==> src/rtl/pc_sequencer.sv <==
// Fetch-stage PC sequencer: selects PC+4 / branch / jump / exception vector, handles stall, flush and boot.
// Optional MIPS-style branch delay slot is enabled by defining BRANCH_DELAY_SLOT_EN.
module pc_sequencer #(
  parameter logic [31:0] RESET_VECTOR = 32'h0000_0000,
  parameter logic [31:0] EXC_VECTOR   = 32'h0000_0080,
  parameter int unsigned PC_INCR      = 4
) (
  input  logic        i_clk,
  input  logic        i_reset,
  input  logic        i_stall,
  input  logic        i_branch_taken,
  input  logic [31:0] i_branch_target,
  input  logic        i_jump,
  input  logic [31:0] i_jump_target,
  input  logic        i_exception,
  output logic [31:0] o_pc,
  output logic [31:0] o_pc_add_result,
  output logic        o_instr_valid,
  output logic        o_flush_if,
  output logic        o_misaligned,
  output logic [1:0]  o_state
);

  typedef enum logic [1:0] {
    S_BOOT     = 2'd0,
    S_RUN      = 2'd1,
    S_STALL    = 2'd2,
    S_REDIRECT = 2'd3
  } state_t;

  localparam logic [31:0] INCR = 32'(PC_INCR);

  state_t      r_state;
  state_t      w_next_state;
  logic [31:0] r_pc;
  logic [31:0] w_next_pc;
  logic        r_instr_valid;
  logic        r_flush_if;
  logic        r_misaligned;
  logic        w_next_misaligned;
  logic [31:0] w_req_target;
  logic [31:0] w_req_aligned;
  logic [31:0] w_pc_incr;

`ifdef BRANCH_DELAY_SLOT_EN
  logic        r_pend_valid;
  logic [31:0] r_pend_target;
  logic        w_next_pend_valid;
  logic [31:0] w_next_pend_target;
`endif

  assign w_pc_incr       = r_pc + INCR;
  assign w_req_target    = i_jump ? i_jump_target : i_branch_target;
  assign w_req_aligned   = {w_req_target[31:2], 2'b00};

  // Next-state, next-PC and misalignment selection
  always_comb begin
    w_next_state      = r_state;
    w_next_pc         = r_pc;
    w_next_misaligned = 1'b0;
`ifdef BRANCH_DELAY_SLOT_EN
    w_next_pend_valid  = r_pend_valid;
    w_next_pend_target = r_pend_target;
`endif
    case (r_state)
      S_BOOT: begin
        w_next_state = S_RUN;
      end
      S_RUN, S_STALL: begin
        if (i_exception) begin
          w_next_pc    = EXC_VECTOR;
          w_next_state = S_REDIRECT;
`ifdef BRANCH_DELAY_SLOT_EN
          w_next_pend_valid = 1'b0;
`endif
        end
`ifdef BRANCH_DELAY_SLOT_EN
        // Delay slot already fetched: hold on stall, else go to the latched target
        else if (r_pend_valid) begin
          if (i_stall) begin
            w_next_state = S_STALL;
          end else begin
            w_next_pc         = r_pend_target;
            w_next_pend_valid = 1'b0;
            w_next_state      = S_RUN;
          end
        end else if (i_jump || i_branch_taken) begin
          w_next_pend_valid  = 1'b1;
          w_next_pend_target = w_req_aligned;
          w_next_misaligned  = |w_req_target[1:0];
          w_next_pc          = w_pc_incr;
          w_next_state       = S_RUN;
        end
`else
        else if (i_jump || i_branch_taken) begin
          w_next_pc         = w_req_aligned;
          w_next_misaligned = |w_req_target[1:0];
          w_next_state      = S_REDIRECT;
        end
`endif
        else if (i_stall) begin
          w_next_state = S_STALL;
        end else begin
          w_next_pc    = w_pc_incr;
          w_next_state = S_RUN;
        end
      end
      S_REDIRECT: begin
        // Jump/branch here come from the flushed path and are dropped
        if (i_exception) begin
          w_next_pc    = EXC_VECTOR;
          w_next_state = S_REDIRECT;
        end else begin
          w_next_pc    = w_pc_incr;
          w_next_state = S_RUN;
        end
      end
      default: begin
        w_next_pc    = RESET_VECTOR;
        w_next_state = S_BOOT;
      end
    endcase
  end

  // State, PC and registered status outputs
  always_ff @(posedge i_clk) begin
    if (i_reset) begin
      r_state       <= S_BOOT;
      r_pc          <= RESET_VECTOR;
      r_instr_valid <= 1'b0;
      r_flush_if    <= 1'b0;
      r_misaligned  <= 1'b0;
    end else begin
      r_state       <= w_next_state;
      r_pc          <= w_next_pc;
      r_instr_valid <= (w_next_state == S_RUN) || (w_next_state == S_STALL);
      r_flush_if    <= (w_next_state == S_REDIRECT);
      r_misaligned  <= w_next_misaligned;
    end
  end

`ifdef BRANCH_DELAY_SLOT_EN
  // Pending delay-slot target
  always_ff @(posedge i_clk) begin
    if (i_reset) begin
      r_pend_valid  <= 1'b0;
      r_pend_target <= 32'h0000_0000;
    end else begin
      r_pend_valid  <= w_next_pend_valid;
      r_pend_target <= w_next_pend_target;
    end
  end
`endif

  assign o_pc            = r_pc;
  assign o_pc_add_result = w_pc_incr;
  assign o_instr_valid   = r_instr_valid;
  assign o_flush_if      = r_flush_if;
  assign o_misaligned    = r_misaligned;
  assign o_state         = r_state;

endmodule

==> config.mk <==
export PLATFORM = sky130hd
export DESIGN_NAME = pc_sequencer
export DESIGN_NICKNAME = d
export VERILOG_FILES = /design/src/rtl/pc_sequencer.sv
export SDC_FILE = /design/constraint.sdc
export NUM_CORES = 1
export LEC_CHECK = 0
export CORE_ASPECT_RATIO = 0.5
export CORE_MARGIN = 10
export CORE_UTILIZATION = 60
export CTS_CLUSTER_SIZE = 12
export DETAILED_ROUTE_END_ITERATION = 6
export DONT_BUFFER_PORTS = 1
export MAX_ROUTING_LAYER = met4
export PLACE_DENSITY = 0.76
export SLEW_MARGIN = 30
export SYNTH_ARGS = -nofsm -noshare
export SYNTH_HDL_FRONTEND = slang
export SYNTH_SLANG_ARGS = --single-unit
==> constraint.sdc <==
create_clock -name i_clk -period 2.7 [get_ports i_clk]
set_input_delay 0.54 -clock i_clk [delete_from_list [all_inputs] [get_ports i_clk]]
set_output_delay 0.54 -clock i_clk [all_outputs]
set_load 0.01 [all_outputs]
==> metrics.yaml, run 1 <==
final_max_slew_viol_count: 0
syn_inst: 356
setup_viol: 0
synthMuxAreaShare_pct: 10.5
dr.pass1.iters: 5
io_buffers: 0
grt_max_degree: 40
dp_cells: 421
rsz0062_at_grt: "no"
drt_iter0_drc: 254
dpl.hpwl_um: 7050
cts-root-buf: "clkbuf_8"
chipWidth_um: 117
status: "complete, no violations"
yosys-top-cells-area: "dfxtp_1, mux2i_1, xnor2_1"
place_ws_ps: 214
cts_buffer_depth: 2
p_per_area_nw_per_um2: 466
final_cell_mix: "buf_4, nor2_1, dfxtp_1"
drt_wl_total_um: 9210
crit_path_start_kind: "flop"
setup_tns_ps: 0
synthSimpleGateAreaFrac_pct: 25.4
fmax_ghz: 0.386
cts_tree: "yes"
critical_path.endpoint_type: "primary output"
dpl_cell_area_sq_um: 2970
clock_latency_ps: 290
drv_cap: 0
antenna_left: 0
leakage_nw: 1.26
fin_nets: 447
routed_via_density: 6.50
finalHoldViolCount: 0
coreArea_sq_um: 4450
min_period_ps: 2590
synth_top_family_by_area: "simple AND/OR/NAND/NOR gates"
synth-edff-count: 0
detailroute.via_count: 2803
final_cell_area_sq_um: 3160
antenna_found_initial: 0
grt_usage_pct: 22.7
crit_type: "reg -> out"
clk_pin_slew_ps: 70
worstMarginPinSlew_ps: 832
synth-seq-area-share_pct: 25.1
yosysWarningCount: 0
yosysTopAreaCell: "dfxtp_1"
min_path_type: "in -> reg"
io-pin-count: 139
ys_ff_latch: 35
ys_types: 60
ctsHoldBuffers: 0
placementRows: 17
routedWlPerCell_um: 21.4
grt_pass1_vias: 2769
fill_cells: 371
die_y_um: 68.3
drive_gt1_share_pct: 20.3
synthAdderAreaFrac_pct: 1.79
htree_levels: 2
ys_async_sr_fraction_pct: 0
skew_ps: 8.93
cts.sinks: 35
synth_compound_area_share_pct: 22.0
synthXorXnorAreaFrac_pct: 8.46
finalCritPeriodShare_pct: 95.9
start_util_pct: 62.8
p_total_w: 0.00147
synth_ff_type: "dfxtp_1"
grt_overflow: 0
final_cells: 431
max-slew-margin-rel_pct: 44.3
dieArea_sq_um: 7950
route.detailed.drc: 0
routabilityCongestion: 0.844
layout_commonest_cell: "buf_4"
synth_area_sq_um: 2790
syn_avg_cell_area_sq_um: 7.85
ir_drop_uv: 226
netlist.area_leader.share_pct: 25.1
diodes: 0
syn_to_final_growth_pct: 13.3
cts_inserted_buffers: 5
crit_path_max_fanout: 5
setup_slack_ps: 110
arrival_ps: 2050
grt_pass1_wl_um: 14000
cp.required_ps: 2160
[critical path: stages, from the launching register on]
cell and delay [ps]:
dfxtp_1 400, ha_2 240, nand3_2 170, nor4_4 440, and4_4 320, xor2_4 200
[state kept, by name, indices dropped and copies added, names as in the netlist]
| register | count |
|---|---|
| o_pc | 30 |
| o_flush_if | 1 |
| o_state | 2 |
| o_instr_valid | 1 |
| o_misaligned | 1 |
[report_power, final]
group	total, W	switching (W)	internal (W)	leakage [nW]
Sequential	0.000628	0.0000644	0.000564	0.288
Combinational	0.000413	0.000246	0.000167	0.921
Clock	0.000434	0.000200	0.000233	0.0515
[path summary, 6_finish.rpt]
kind | startpoint | endpoint | slack (ps) | cells after the start
hold / removal | i_reset | o_state[0]$_SDFF_PP0_ | 310 | 1
hold reg to reg | o_pc[11]$_SDFFE_PP0P_ | o_pc[11]$_SDFFE_PP0P_ | 530 | 2
setup reg to reg | o_state[0]$_SDFF_PP0_ | o_pc[27]$_SDFFE_PP0P_ | 400 | 7
setup / recovery | o_pc[2]$_SDFFE_PP0P_ | o_pc_add_result[26] | 110 | 5
[layout make-up]
class	count	area, sq um	area share (%)
Clock buffer	8	100	3.16
Inverter	14	52.6	1.66
Multi-Input combinational cell	285	1990	63.0
Sequential cell	35	707	22.3
Tap cell	57	71.3	2.25
Timing Repair Buffer	32	240	7.59
[cell families after synthesis]
family,after synthesis
compound gates,96
simple gates,126
other cells,1
buf+inv,39
fa+ha+maj,4
flops,35
xor+xnor,27
mux,28
[per-stage QoR]
step	util, %	hold slack (ps)
floorplan	-	502
global placement	66.8	542
detailed placement	66.8	550
CTS	69.5	305
global route	71.2	295
finish	71.2	306
[cell usage after synthesis, drive strengths merged (6+ instances only)]
cell type / count
nor3: 11
nor4: 6
xor2: 7
mux2: 10
nand2: 25
nand3: 17
o311ai: 6
o22ai: 7
and3: 7
o21ai: 26
xnor2: 20
mux2i: 18
nor2: 31
a31oi: 10
buf: 15
clkbuf: 10
inv: 14
dfxtp: 35
nor2b: 7
a21oi: 22
o2bb2ai: 7
[what timing repair did]
action	CTS	global route
gates resized for setup	2	16
pin swaps	1	2
setup endpoints to repair	6	15
setup buffers	1	1
[routing by layer]
metal / vias to the layer above / share of wire, % / global-route usage [%]
met2: 134 / 47 / 37.5
met5: - / 0 / -
met4: 0 / 0.97 / 5.11
met1: 1328 / 41 / 26.5
li1: 1325 / - / -
met3: 16 / 11 / 7.50
Note: power is estimated with default switching activity, not from simulation.
==> run 2: changes to the inputs <==
Settings changed: CTS_BUF_LIST from default to sky130_fd_sc_hd__clkbuf_8.
==> metrics.yaml, run 2 (synthesized netlist as in run 1, its figures left out) <==
crit_path_max_fanout: 5
cts_buffer_depth: 2
chipWidth_um: 117
coreArea_sq_um: 4450
drt_wl_total_um: 9230
dr.pass1.iters: 5
grt_overflow: 0
cp.required_ps: 2160
ir_drop_uv: 226
cts_inserted_buffers: 5
drv_cap: 0
cts_tree: "yes"
dpl.hpwl_um: 7050
arrival_ps: 2050
grt_pass1_wl_um: 14000
grt_max_degree: 40
layout_commonest_cell: "buf_4"
dpl_cell_area_sq_um: 2970
setup_viol: 0
clk_pin_slew_ps: 70
antenna_left: 0
rsz0062_at_grt: "no"
final_cell_mix: "buf_4, nor2_1, dfxtp_1"
final_cell_area_sq_um: 3160
largest_reg_flops: 30
fin_nets: 447
status: "complete, no violations"
finalHoldViolCount: 0
skew_ps: 8.44
drt_iter0_drc: 254
route.detailed.drc: 0
io_buffers: 0
dp_cells: 421
crit_path_top_delay_cell: "nor4_4"
routedWlPerCell_um: 21.4
cts.sinks: 35
io-pin-count: 139
path_cells: "ha_2 -> nand3_2 -> nor4_4 -> and4_4 -> xor2_4"
regArea_sq_um: 707
routed_via_density: 6.50
grt_usage_pct: 22.7
cts-root-buf: "clkbuf_8"
p_per_area_nw_per_um2: 465
grt_pass1_vias: 2769
placementRows: 17
detailroute.via_count: 2803
setup_tns_ps: 0
diodes: 0
crit_path_start_kind: "flop"
post-route-util_pct: 71.2
start_util_pct: 62.8
p_total_w: 0.00147
dieArea_sq_um: 7950
fmax_ghz: 0.386
ctsHoldBuffers: 0
leakage_nw: 1.26
syn_to_final_growth_pct: 13.3
fill_cells: 371
clock_latency_ps: 300
max-slew-margin-rel_pct: 44.3
htree_levels: 2
min_path_type: "in -> reg"
drive_gt1_share_pct: 20.3
worstMarginPinSlew_ps: 833
final_max_slew_viol_count: 0
cpPeakStageDelay_ps: 440
final_cells: 431
die_y_um: 68.3
critical_path.endpoint_type: "primary output"
antenna_found_initial: 0
min_period_ps: 2590
routabilityCongestion: 0.844
crit_type: "reg -> out"
multi_input_area_sq_um: 1990
finalCritPeriodShare_pct: 96.0
==> run 2: cell types whose count changed in the layout (fill, tap and decap cells not counted) <==
cell / change
inv_1: +1
clkbuf_1: -1
==> run 2: timing repair <==
item,4_1_cts,5_1_grt
resized for setup,2,16
endpoints found under the setup margin,6,15
buffers inserted,1,1
pin swaps,1,2
gates cloned,0,0
==> run 2: layer usage <==
layer | vias up | track usage (%) | part of all wire, %
met5 | - | - | 0
met3 | 15 | 7.50 | 10
met1 | 1326 | 26.5 | 41
li1 | 1325 | - | -
met2 | 137 | 37.5 | 48
met4 | 0 | 5.11 | 0.70
==> run 2: final cells by class <==
class | instances | area share [%]
tap | 57 | 2.25
timing repair buffer | 32 | 7.59
sequential | 35 | 22.3
clock buffer | 7 | 3.04
multi-input combinational | 285 | 63.0
inverter | 14 | 1.66
clock inverter | 1 | 0.119
==> run 2: critical path, delay by kind of cell, from the launching register on <==
kind | cells | cell delay (ps)
DFF | 1 | 390
and+or+nand+nor | 3 | 930
adders and majority gates | 1 | 240
xor gates and xnor gates | 1 | 200
==> run 2: worst paths after layout <==
| check | startpoint | end | slack (ps) | cells after the start |
|---|---|---|---|---|
| hold / removal | i_reset | o_state[0]$_SDFF_PP0_ | 310 | 1 |
| setup reg to reg | o_state[0]$_SDFF_PP0_ | o_pc[27]$_SDFFE_PP0P_ | 400 | 7 |
| hold reg to reg | o_pc[11]$_SDFFE_PP0P_ | o_pc[11]$_SDFFE_PP0P_ | 530 | 2 |
| setup / recovery | o_pc[2]$_SDFFE_PP0P_ | o_pc_add_result[26] | 110 | 5 |
==> run 2: per-stage QoR <==
step / hold WS [ps] / worst slack (ps)
after global routing: 295 / 7.89
after global placement: 542 / 335
final: 307 / 108
after CTS: 305 / 0.0115
after detailed placement: 550 / 214
after floorplan: 502 / 362
==> run 2: report_power, final <==
| part | total, W | internal [W] | switching (W) |
|---|---|---|---|
| clock | 0.000430 | 0.000229 | 0.000200 |
| combinational | 0.000413 | 0.000167 | 0.000246 |
| sequential | 0.000628 | 0.000564 | 0.0000643 |
| total | 0.00147 | 0.000960 | 0.000511 |
